## src/rtl/fridge_pkg.sv

```systemverilog
// -----------------------------------------------------------------------------
// fridge_pkg
// Shared definitions for the fridge status read path: field tags carried in
// bits 7:5 of each frame byte, the default frame header, frame lengths with
// and without the trailing checksum byte, the reader state type and a helper
// that assembles one frame byte from a settings snapshot.
// Optional feature macro used by the reader: FRIDGE_STATUS_CHECKSUM_EN.
// -----------------------------------------------------------------------------
package fridge_pkg;

  localparam logic [2:0] TAG_FGT = 3'b000;
  localparam logic [2:0] TAG_FRT = 3'b001;
  localparam logic [2:0] TAG_FGC = 3'b010;
  localparam logic [2:0] TAG_FRC = 3'b011;
  localparam logic [2:0] TAG_ICE = 3'b100;

  localparam logic [7:0] DEFAULT_HEADER = 8'hA5;

  localparam int FRAME_LEN_BASE = 6;
  localparam int FRAME_LEN_CSUM = 7;

  typedef enum logic {
    IDLE,
    SEND
  } state_t;

  // Byte 6 is the XOR of bytes 0..5; it is only reachable when the reader is
  // built with the checksum byte enabled.
  function automatic logic [7:0] frame_byte(
    input logic [2:0] idx,
    input logic [7:0] header,
    input logic [4:0] fgt,
    input logic [4:0] frt,
    input logic [4:0] fgc,
    input logic [4:0] frc,
    input logic       ice
  );
    logic [7:0] b;
    case (idx)
      3'd0:    b = header;
      3'd1:    b = {TAG_FGT, fgt};
      3'd2:    b = {TAG_FRT, frt};
      3'd3:    b = {TAG_FGC, fgc};
      3'd4:    b = {TAG_FRC, frc};
      3'd5:    b = {TAG_ICE, 4'b0000, ice};
      3'd6:    b = header ^ {TAG_FGT, fgt} ^ {TAG_FRT, frt} ^ {TAG_FGC, fgc}
                 ^ {TAG_FRC, frc} ^ {TAG_ICE, 4'b0000, ice};
      default: b = 8'h00;
    endcase
    return b;
  endfunction

endpackage

```

## src/rtl/fridge_scan_timer.sv

```systemverilog
// -----------------------------------------------------------------------------
// fridge_scan_timer
// Free-running scan counter that asks the reader for a periodic frame.
// Counts 0..SCAN_PERIOD-1 while enabled and raises tick for one cycle on the
// last count (the wrap cycle). Held at 0 while disabled. SCAN_PERIOD = 0
// removes the counter and tick stays low.
// Ports:
//   clk   in   clock, rising edge
//   rst   in   synchronous active-high reset
//   en    in   count enable (reader power)
//   tick  out  one-cycle scan request
// -----------------------------------------------------------------------------
module fridge_scan_timer #(
  parameter int SCAN_PERIOD = 1000
) (
  input  logic clk,
  input  logic rst,
  input  logic en,
  output logic tick
);

  generate
    if (SCAN_PERIOD == 0) begin : g_no_scan
      logic unused_inputs;
      assign unused_inputs = ^{clk, rst, en};
      assign tick = 1'b0;
    end else begin : g_scan
      localparam int CW = (SCAN_PERIOD > 1) ? $clog2(SCAN_PERIOD) : 1;
      localparam logic [CW-1:0] LAST_CNT = CW'(SCAN_PERIOD - 1);

      logic [CW-1:0] cnt;

      // Tick is decoded from the count so the reader sees it on the same
      // cycle the counter wraps.
      assign tick = en && (cnt == LAST_CNT);

      // Counter restarts from zero whenever power drops so the first scan
      // after power-up is a full period away.
      always_ff @(posedge clk) begin
        if (rst) begin
          cnt <= '0;
        end else if (!en) begin
          cnt <= '0;
        end else if (cnt == LAST_CNT) begin
          cnt <= '0;
        end else begin
          cnt <= cnt + 1'b1;
        end
      end
    end
  endgenerate

endmodule

```

## src/rtl/fridge_status_reader.sv

```systemverilog
// -----------------------------------------------------------------------------
// fridge_status_reader
// Snapshots the stored fridge/freezer settings and streams them as a fixed
// byte frame over valid/ready. A frame starts on rd_req, on a scan tick or on
// a request that arrived while the previous frame was still streaming.
// Build option: define FRIDGE_STATUS_CHECKSUM_EN to append an XOR checksum
// byte (7-byte frame); otherwise the frame is 6 bytes.
// Ports:
//   clk        in   clock, rising edge
//   rst        in   synchronous active-high reset
//   i          in   power; low aborts any frame and holds the block idle
//   rd_req     in   single-cycle frame request
//   fgt/frt    in   fridge / freezer temperature settings (5 bit)
//   fgc/frc    in   fridge / freezer capacity settings (5 bit)
//   ice        in   ice-maker state
//   out_data   out  frame byte
//   out_valid  out  out_data valid
//   out_ready  in   downstream accepts the byte
//   out_last   out  current byte ends the frame
//   busy       out  frame in progress
// -----------------------------------------------------------------------------
module fridge_status_reader
  import fridge_pkg::*;
#(
  parameter int         SCAN_PERIOD = 1000,
  parameter logic [7:0] HEADER      = DEFAULT_HEADER
) (
  input  logic       clk,
  input  logic       rst,
  input  logic       i,
  input  logic       rd_req,
  input  logic [4:0] fgt,
  input  logic [4:0] frt,
  input  logic [4:0] fgc,
  input  logic [4:0] frc,
  input  logic       ice,
  output logic [7:0] out_data,
  output logic       out_valid,
  input  logic       out_ready,
  output logic       out_last,
  output logic       busy
);

`ifdef FRIDGE_STATUS_CHECKSUM_EN
  localparam logic [2:0] LAST_IDX = 3'(FRAME_LEN_CSUM - 1);
`else
  localparam logic [2:0] LAST_IDX = 3'(FRAME_LEN_BASE - 1);
`endif

  logic       scan_tick;
  state_t     state;
  logic [2:0] idx;
  logic       pending;
  logic [4:0] snap_fgt;
  logic [4:0] snap_frt;
  logic [4:0] snap_fgc;
  logic [4:0] snap_frc;
  logic       snap_ice;

  logic       new_req;
  logic       accept;
  logic [2:0] next_idx;
  logic [7:0] next_byte;

  fridge_scan_timer #(
    .SCAN_PERIOD(SCAN_PERIOD)
  ) u_scan_timer (
    .clk (clk),
    .rst (rst),
    .en  (i),
    .tick(scan_tick)
  );

  // A simultaneous rd_req and scan tick collapse into one request.
  assign new_req   = rd_req | scan_tick;
  assign accept    = out_valid & out_ready;
  assign next_idx  = idx + 3'd1;
  assign next_byte = frame_byte(next_idx, HEADER, snap_fgt, snap_frt,
                                snap_fgc, snap_frc, snap_ice);

  // Frame sequencer. Outputs are registered: the next byte is loaded into
  // out_data on the edge that accepts the current one, so out_data stays
  // put while the downstream stalls. Losing power drops straight to IDLE
  // without ever presenting out_last.
  always_ff @(posedge clk) begin
    if (rst) begin
      state     <= IDLE;
      idx       <= '0;
      pending   <= 1'b0;
      snap_fgt  <= '0;
      snap_frt  <= '0;
      snap_fgc  <= '0;
      snap_frc  <= '0;
      snap_ice  <= 1'b0;
      out_data  <= '0;
      out_valid <= 1'b0;
      out_last  <= 1'b0;
      busy      <= 1'b0;
    end else if (!i) begin
      state     <= IDLE;
      idx       <= '0;
      pending   <= 1'b0;
      out_data  <= '0;
      out_valid <= 1'b0;
      out_last  <= 1'b0;
      busy      <= 1'b0;
    end else begin
      case (state)
        IDLE: begin
          if (new_req || pending) begin
            snap_fgt  <= fgt;
            snap_frt  <= frt;
            snap_fgc  <= fgc;
            snap_frc  <= frc;
            snap_ice  <= ice;
            idx       <= '0;
            pending   <= 1'b0;
            state     <= SEND;
            out_data  <= HEADER;
            out_valid <= 1'b1;
            out_last  <= 1'b0;
            busy      <= 1'b1;
          end
        end
        SEND: begin
          // Pending is one deep; a request on the final accept still
          // lands here and produces the follow-up frame.
          if (new_req) begin
            pending <= 1'b1;
          end
          if (accept) begin
            if (idx == LAST_IDX) begin
              state     <= IDLE;
              idx       <= '0;
              out_data  <= '0;
              out_valid <= 1'b0;
              out_last  <= 1'b0;
              busy      <= 1'b0;
            end else begin
              idx      <= next_idx;
              out_data <= next_byte;
              out_last <= (next_idx == LAST_IDX);
            end
          end
        end
        default: begin
          state <= IDLE;
        end
      endcase
    end
  end

endmodule

```

## config.mk

```make
export PLATFORM = sky130hd
export DESIGN_NAME = fridge_status_reader
export DESIGN_NICKNAME = d
export VERILOG_FILES = /design/src/rtl/fridge_pkg.sv /design/src/rtl/fridge_scan_timer.sv /design/src/rtl/fridge_status_reader.sv
export SDC_FILE = /design/constraint.sdc
export NUM_CORES = 1
export LEC_CHECK = 0
export CAP_MARGIN = 5
export CELL_PAD_IN_SITES_DETAIL_PLACEMENT = 1
export CELL_PAD_IN_SITES_GLOBAL_PLACEMENT = 2
export CORE_ASPECT_RATIO = 0.6
export CORE_UTILIZATION = 34
export CTS_CLUSTER_SIZE = 28
export DETAILED_ROUTE_END_ITERATION = 6
export PLACE_DENSITY = 0.83
export SLEW_MARGIN = 40
export SYNTH_ARGS = -nofsm -noshare
export SYNTH_HDL_FRONTEND = slang
export SYNTH_SLANG_ARGS = --single-unit
```

## constraint.sdc

```tcl
create_clock -name clk -period 3.95 [get_ports clk]
set_clock_uncertainty 0.1 [all_clocks]
set_input_delay 0.79 -clock clk [delete_from_list [all_inputs] [get_ports clk]]
set_output_delay 0.79 -clock clk [all_outputs]
set_load 0.02 [all_outputs]
```

==> results of run 1 <==
[critical path: stages]
cell and delay, ns:
clkdlybuf4s50_1 0.46, nand3_1 0.28, nor3_1 0.60, a22o_1 0.26, a21o_1 0.08
[worst min-delay path by stage]
stage                                     from                          to  slack [ns]  depth (start not counted)
floorplan           u_scan_timer.g_scan.cnt[0]  u_scan_timer.g_scan.cnt[0]        0.32                          1
global placement    u_scan_timer.g_scan.cnt[0]  u_scan_timer.g_scan.cnt[0]        0.34                          1
detailed placement  u_scan_timer.g_scan.cnt[0]  u_scan_timer.g_scan.cnt[0]        0.34                          1
CTS                 u_scan_timer.g_scan.cnt[0]  u_scan_timer.g_scan.cnt[0]        0.36                          1
global route                       snap_fgt[4]                 snap_fgt[4]        0.37                          2
finish              u_scan_timer.g_scan.cnt[0]  u_scan_timer.g_scan.cnt[0]        0.36                          1
[power groups by stage]
stage	Clock, mW	Sequential [mW]	Combinational, mW
finish	0.350	0.488	0.0909
global route	0.389	0.490	0.0998
CTS	0.363	0.488	0.0927
detailed placement	0	0.499	0.0922
global placement	0	0.499	0.0912
floorplan	0	0.500	0.0529
[registers in the layout, indices dropped and copies added (netlist names)]
signal / count
busy: 1
idx: 3
out_data: 8
out_last: 1
pending: 1
snap_fgc: 5
snap_fgt: 5
snap_frc: 5
snap_frt: 5
snap_ice: 1
state: 1
u_scan_timer.g_scan.cnt: 10
[metal layers]
layer | vias to the layer above | track usage [%] | wire length, um
li1 | 807 | - | -
met1 | 769 | 24.60 | 2485
met2 | 31 | 22.15 | 1861
met3 | 5 | 4.279 | 201
met4 | 0 | 6.429 | 65
met5 | - | 0 | 0
[cells in the final DEF (no fill, tap or decap), types with 5 or more instances in the layout]
cell and instances:
nand2_1 49, nor3_1 8, dfxtp_1 46, clkdlybuf4s50_1 36
a22o_1 6, inv_1 6, mux2i_1 23, xnor2_1 7
nor2_1 14, clkbuf_8 5
[kinds of logic (layout without fill, tap and decap cells)]
| kind of cell | count (synthesis) | after routing |
|---|---|---|
| AO/OA/AOI/OAI | 30 | 30 |
| XOR/XNOR | 9 | 9 |
| adder cells (fa/ha/maj) | 1 | 1 |
| buffers and inverters | 21 | 53 |
| flip-flops | 46 | 46 |
| multiplexers | 26 | 26 |
| AND/OR/NAND/NOR | 86 | 86 |
[per-stage QoR]
stage / hold WS, ns / worst slack (ns) / power, mW / util, %
floorplan: 0.3175 / 2.059 / 0.5525 / -
global placement: 0.3398 / 1.415 / 0.5897 / 42.70
detailed placement: 0.3405 / 1.341 / 0.5911 / 42.70
CTS: 0.3595 / 1.653 / 0.9435 / 44.57
global route: 0.3716 / 1.533 / 0.9788 / 44.57
finish: 0.3567 / 1.630 / 0.9285 / 44.57
[cell type report]
type / instances / area share [%]
multi-input combinational: 152 / 39.83
clock inverter: 1 / 1.182
inverter: 7 / 1.034
tap: 80 / 3.939
timing repair buffer: 38 / 14.77
clock buffer: 7 / 3.003
sequential: 46 / 36.24
==> flow_summary.yaml, run 1 <==
timing:
  grt_setup_unrepaired: "no"
  tightest_slew_ns: 0.6899
  period_needed_ns: 2.320
  max_freq_mhz: 431.1
  slew_headroom_pct: 53.94
  finalMaxSlewViolations: 0
  finalSetupTns_ns: 0
  finalSetupViolations: 0
  final_hold_viol_count: 0
  fin_crit_sh_pct: 58.73
run:
  maxCapViolations: 0
power_and_ir_drop:
  internal_power_mw: 0.7176
  cellLeakagePower_nw: 0.9202
  power_density_nw_per_um2: 365.4
  clkPwrFrac_pct: 37.6
  power_frac_comb_pct: 9.8
  ir_drop_mv: 0.1642
  p_sw_mw: 0.2108
  seqPwrFrac_pct: 52.6
  sw_frac_of_total_pct: 22.71
clock_tree:
  hold_buffers: 0
  cts.path.max_buffers: 2
  cts_resized: 0
  cts.sinks: 46
  cts_setup_buffers: 0
  root_buffer: "clkbuf_8"
  ctsHtreeMaxLevel: 2
  clk_pin_slew_worst_paths_ns: 0.08
  insertion_delay_ns: 0.30
  cts_buffers: 5
  cts_tree: "yes"
floorplanning:
  die_area_um2: 6375
  die_x_um: 102.4
  dieHeight_um: 62.25
  boundaryPins: 37
  rows: 21
  coreArea_um2: 5702
  initial_core_util_pct: 36.08
logic_synthesis:
  synth-edff-count: 0
  synth_compound_area_share_pct: 11.19
  yosys.cell_count.top_type: "nand2_1"
  ys_top_cells_by_area: "dfxtp_1 (45%), mux2i_1 (11%), nand2_1 (8.9%)"
  synth_fa_ha_area_share_pct: 0.6083
  synth_nets: 246
  synth_top_flop_cell: "dfxtp_1"
  synthArstFlopShare_pct: 0
  synthCells: 219
  synth_common_cells: "nand2_1 (49), dfxtp_1 (46), mux2i_1 (23)"
  syn_avg_cell_area_um2: 9.393
  synth.largest_area_cell: "dfxtp_1"
  yosysSeqAreaShare_pct: 44.77
  synth_top_cell_area_share_pct: 44.77
  muxShareOfSynthArea_pct: 14.48
  netlist_area_um2: 2057
  yosys_warnings: 0
  ys_ff_latch: 46
  synth_top_family_by_area: "simple AND/OR/NAND/NOR gates"
  synth-xor-area-share_pct: 3.832
  ys_types: 43
  synthSimpleGateAreaFrac_pct: 19.10
worst_hold_path:
  worstHoldPathType: "register to register"
critical_path:
  r2r-end: "snap_frc[3]"
  worstPathArrival_ns: 2.47
  critPathMaxFanout: 9
  cp-endpoint: "idx[1]"
  reg2reg_slack_ns: 1.86
  rr_startpoint: "u_scan_timer.g_scan.cnt[0]"
  reg2reg_depth: 6
  required_ns: 4.10
  crit_path_start_kind: "primary input"
  critPathKind: "primary input to register"
  endpoint_kind: "register"
  crit_start: "out_ready"
finish:
  num_antenna_cells: 0
  final_cell_area_um2: 2541
  register_area_um2: 920.9
  layout-drive-gt1-share_pct: 7.570
  stdcell_count: 331
  fin_nets: 277
  area.growth.synth_to_final_pct: 23.54
  multi_input_area_um2: 1012
  fillers: 667
route:
  drt_wl_total_um: 4614
  via_count: 1612
  first_pass_iters: 4
  wire_per_inst_um: 13.94
  drc: 0
  drtIter0Drc: 47
  antenna_left: 0
  routed_via_density: 4.870
global_route:
  track_usage_pct: 16.48
  grt_max_degree: 45
  overflow: 0
  antenna_found_initial: 0
  grt_pass1_wl_um: 7962
  first_global_vias: 1601
placement:
  dpl.hpwl_um: 3267
  dp.cells: 323
  place.gp.congestion: 0.7350
  placed_cell_area_um2: 2435
  portBuffers: 36
outcome:
  status: "complete, no violations"
Power figures use the tool's default switching activity.
==> run 2: changes to the inputs <==
- CORE_UTILIZATION: 34 -> 32
- PLACE_DENSITY: 0.83 -> 0.79
- clock period: 3.95 -> 2.3 ns (I/O delays scaled with it)
==> flow_summary.yaml, run 2 (same netlist as run 1, synthesis figures left out) <==
finish:
  layout.cells.most_common_list: "nand2_1 (49), dfxtp_1 (46), clkdlybuf4s50_1 (36)"
  fin_util_pct: 41.74
  register_area_um2: 920.9
  multi_input_area_um2: 1012
  largest_reg_flops: 10
  reg_top3: "u_scan_timer.g_scan.cnt: 10 flops, out_data: 8 flops"
  area.growth.synth_to_final_pct: 25.12
  stdcell_count: 339
  fillers: 732
  final_cell_area_um2: 2574
  final_common_cell: "nand2_1"
  fin_nets: 281
  largest_register: "u_scan_timer.g_scan.cnt"
  layout-drive-gt1-share_pct: 9.412
  num_antenna_cells: 0
route:
  routed_via_density: 4.676
  drt_wl_total_um: 4652
  via_count: 1585
  drc: 0
  antenna_left: 0
  drtIter0Drc: 28
  wire_per_inst_um: 13.72
  first_pass_iters: 4
critical_path:
  crit_family: "compound AO/OA/AOI/OAI gates"
  crit_chain: "clkdlybuf4s50_1, nand3_1, o21ai_0, a211oi_2, a22o_1"
  worstPathArrival_ns: 2.10
  endpoint_kind: "register"
  slowest_stage: "a211oi_2"
  critPathKind: "primary input to register"
  crit_path_start_kind: "primary input"
  critPathMaxFanout: 9
  required_ns: 2.45
  cp_slowest_stage_delay_ns: 0.54
  cp_num_buf_inv: 1
placement:
  dpl.hpwl_um: 3417
  placed_cell_area_um2: 2482
  place.gp.congestion: 0.7674
  portBuffers: 36
  dp.cells: 331
power_and_ir_drop:
  cellLeakagePower_nw: 0.9403
  sw_frac_of_total_pct: 23.94
  p_sw_mw: 0.3630
  internal_power_mw: 1.153
  seqPwrFrac_pct: 55.4
  power_density_nw_per_um2: 589.2
  power_frac_comb_pct: 10.6
  ir_drop_mv: 0.2369
  clkPwrFrac_pct: 34.0
timing:
  finalMaxSlewViolations: 0
  final_hold_viol_count: 0
  finalSetupTns_ns: 0
  max_freq_mhz: 510.9
  finalSetupViolations: 0
  grt_setup_unrepaired: "no"
  fin_crit_sh_pct: 85.11
  tightest_slew_ns: 0.6761
  slew_headroom_pct: 54.87
  period_needed_ns: 1.957
run:
  maxCapViolations: 0
global_route:
  antenna_found_initial: 0
  first_global_vias: 1611
  grt_pass1_wl_um: 7935
  track_usage_pct: 15.09
  grt_max_degree: 45
  overflow: 0
floorplanning:
  rows: 22
  initial_core_util_pct: 33.36
  die_area_um2: 6763
  boundaryPins: 37
  dieHeight_um: 64.11
  coreArea_um2: 6166
  die_x_um: 105.5
clock_tree:
  cts_resized: 0
  cts_buffers: 5
  insertion_delay_ns: 0.30
  cts_setup_buffers: 0
  clk_pin_slew_worst_paths_ns: 0.09
  hold_buffers: 0
  cts.path.max_buffers: 2
  cts.sinks: 46
  cts_tree: "yes"
  ctsHtreeMaxLevel: 2
  root_buffer: "clkbuf_8"
outcome:
  status: "complete, no violations"
worst_hold_path:
  worstHoldPathType: "register to register"
-- run 2: cell types whose count changed in the layout (fill, tap and decap cells not counted), sizes merged --
cell and delta:
bufinv -1, buf +4, clkinv +1
-- run 2: through the flow --
stage	setup slack, ns	hold slack (ns)	power [mW]
final	0.3426	0.3499	1.516
after global routing	0.1831	0.3784	1.592
after CTS	0.3567	0.3580	1.540
after detailed placement	0.04239	0.3415	1.022
after global placement	0.08268	0.3310	1.017
after floorplan	0.5930	0.3175	0.9489
-- run 2: final timing paths --
path                                                   end  slack (ns)  cells past startpoint                  startpoint
worst max-delay path                           out_data[1]        0.34                      5                   out_ready
worst min-delay path            u_scan_timer.g_scan.cnt[0]        0.35                      1  u_scan_timer.g_scan.cnt[0]
worst max register to register                 snap_fgc[0]        0.42                      6  u_scan_timer.g_scan.cnt[0]
worst min register to register  u_scan_timer.g_scan.cnt[0]        0.35                      1  u_scan_timer.g_scan.cnt[0]
-- run 2: layer usage --
metal	vias up	track usage (%)	wire [um]
li1	815	-	-
met1	740	21.77	2539
met3	7	3.367	136
met5	-	0	0
met2	23	22.04	1913
met4	0	5.208	63
-- run 2: layout make-up --
cell class	count	area share, %
multi-input combinational	152	39.33
sequential	46	35.78
clock inverter	1	0.1945
timing repair buffer	42	16.24
inverter	7	1.021
tap	84	4.084
clock buffer	7	3.354
-- run 2: power groups by stage --
stage / clock network [mW] / registers [mW] / logic [mW]
after CTS: 0.536 / 0.840 / 0.164
after detailed placement: 0 / 0.858 / 0.163
after global routing: 0.572 / 0.843 / 0.177
after floorplan: 0 / 0.858 / 0.0909
final: 0.516 / 0.840 / 0.161
after global placement: 0 / 0.857 / 0.160
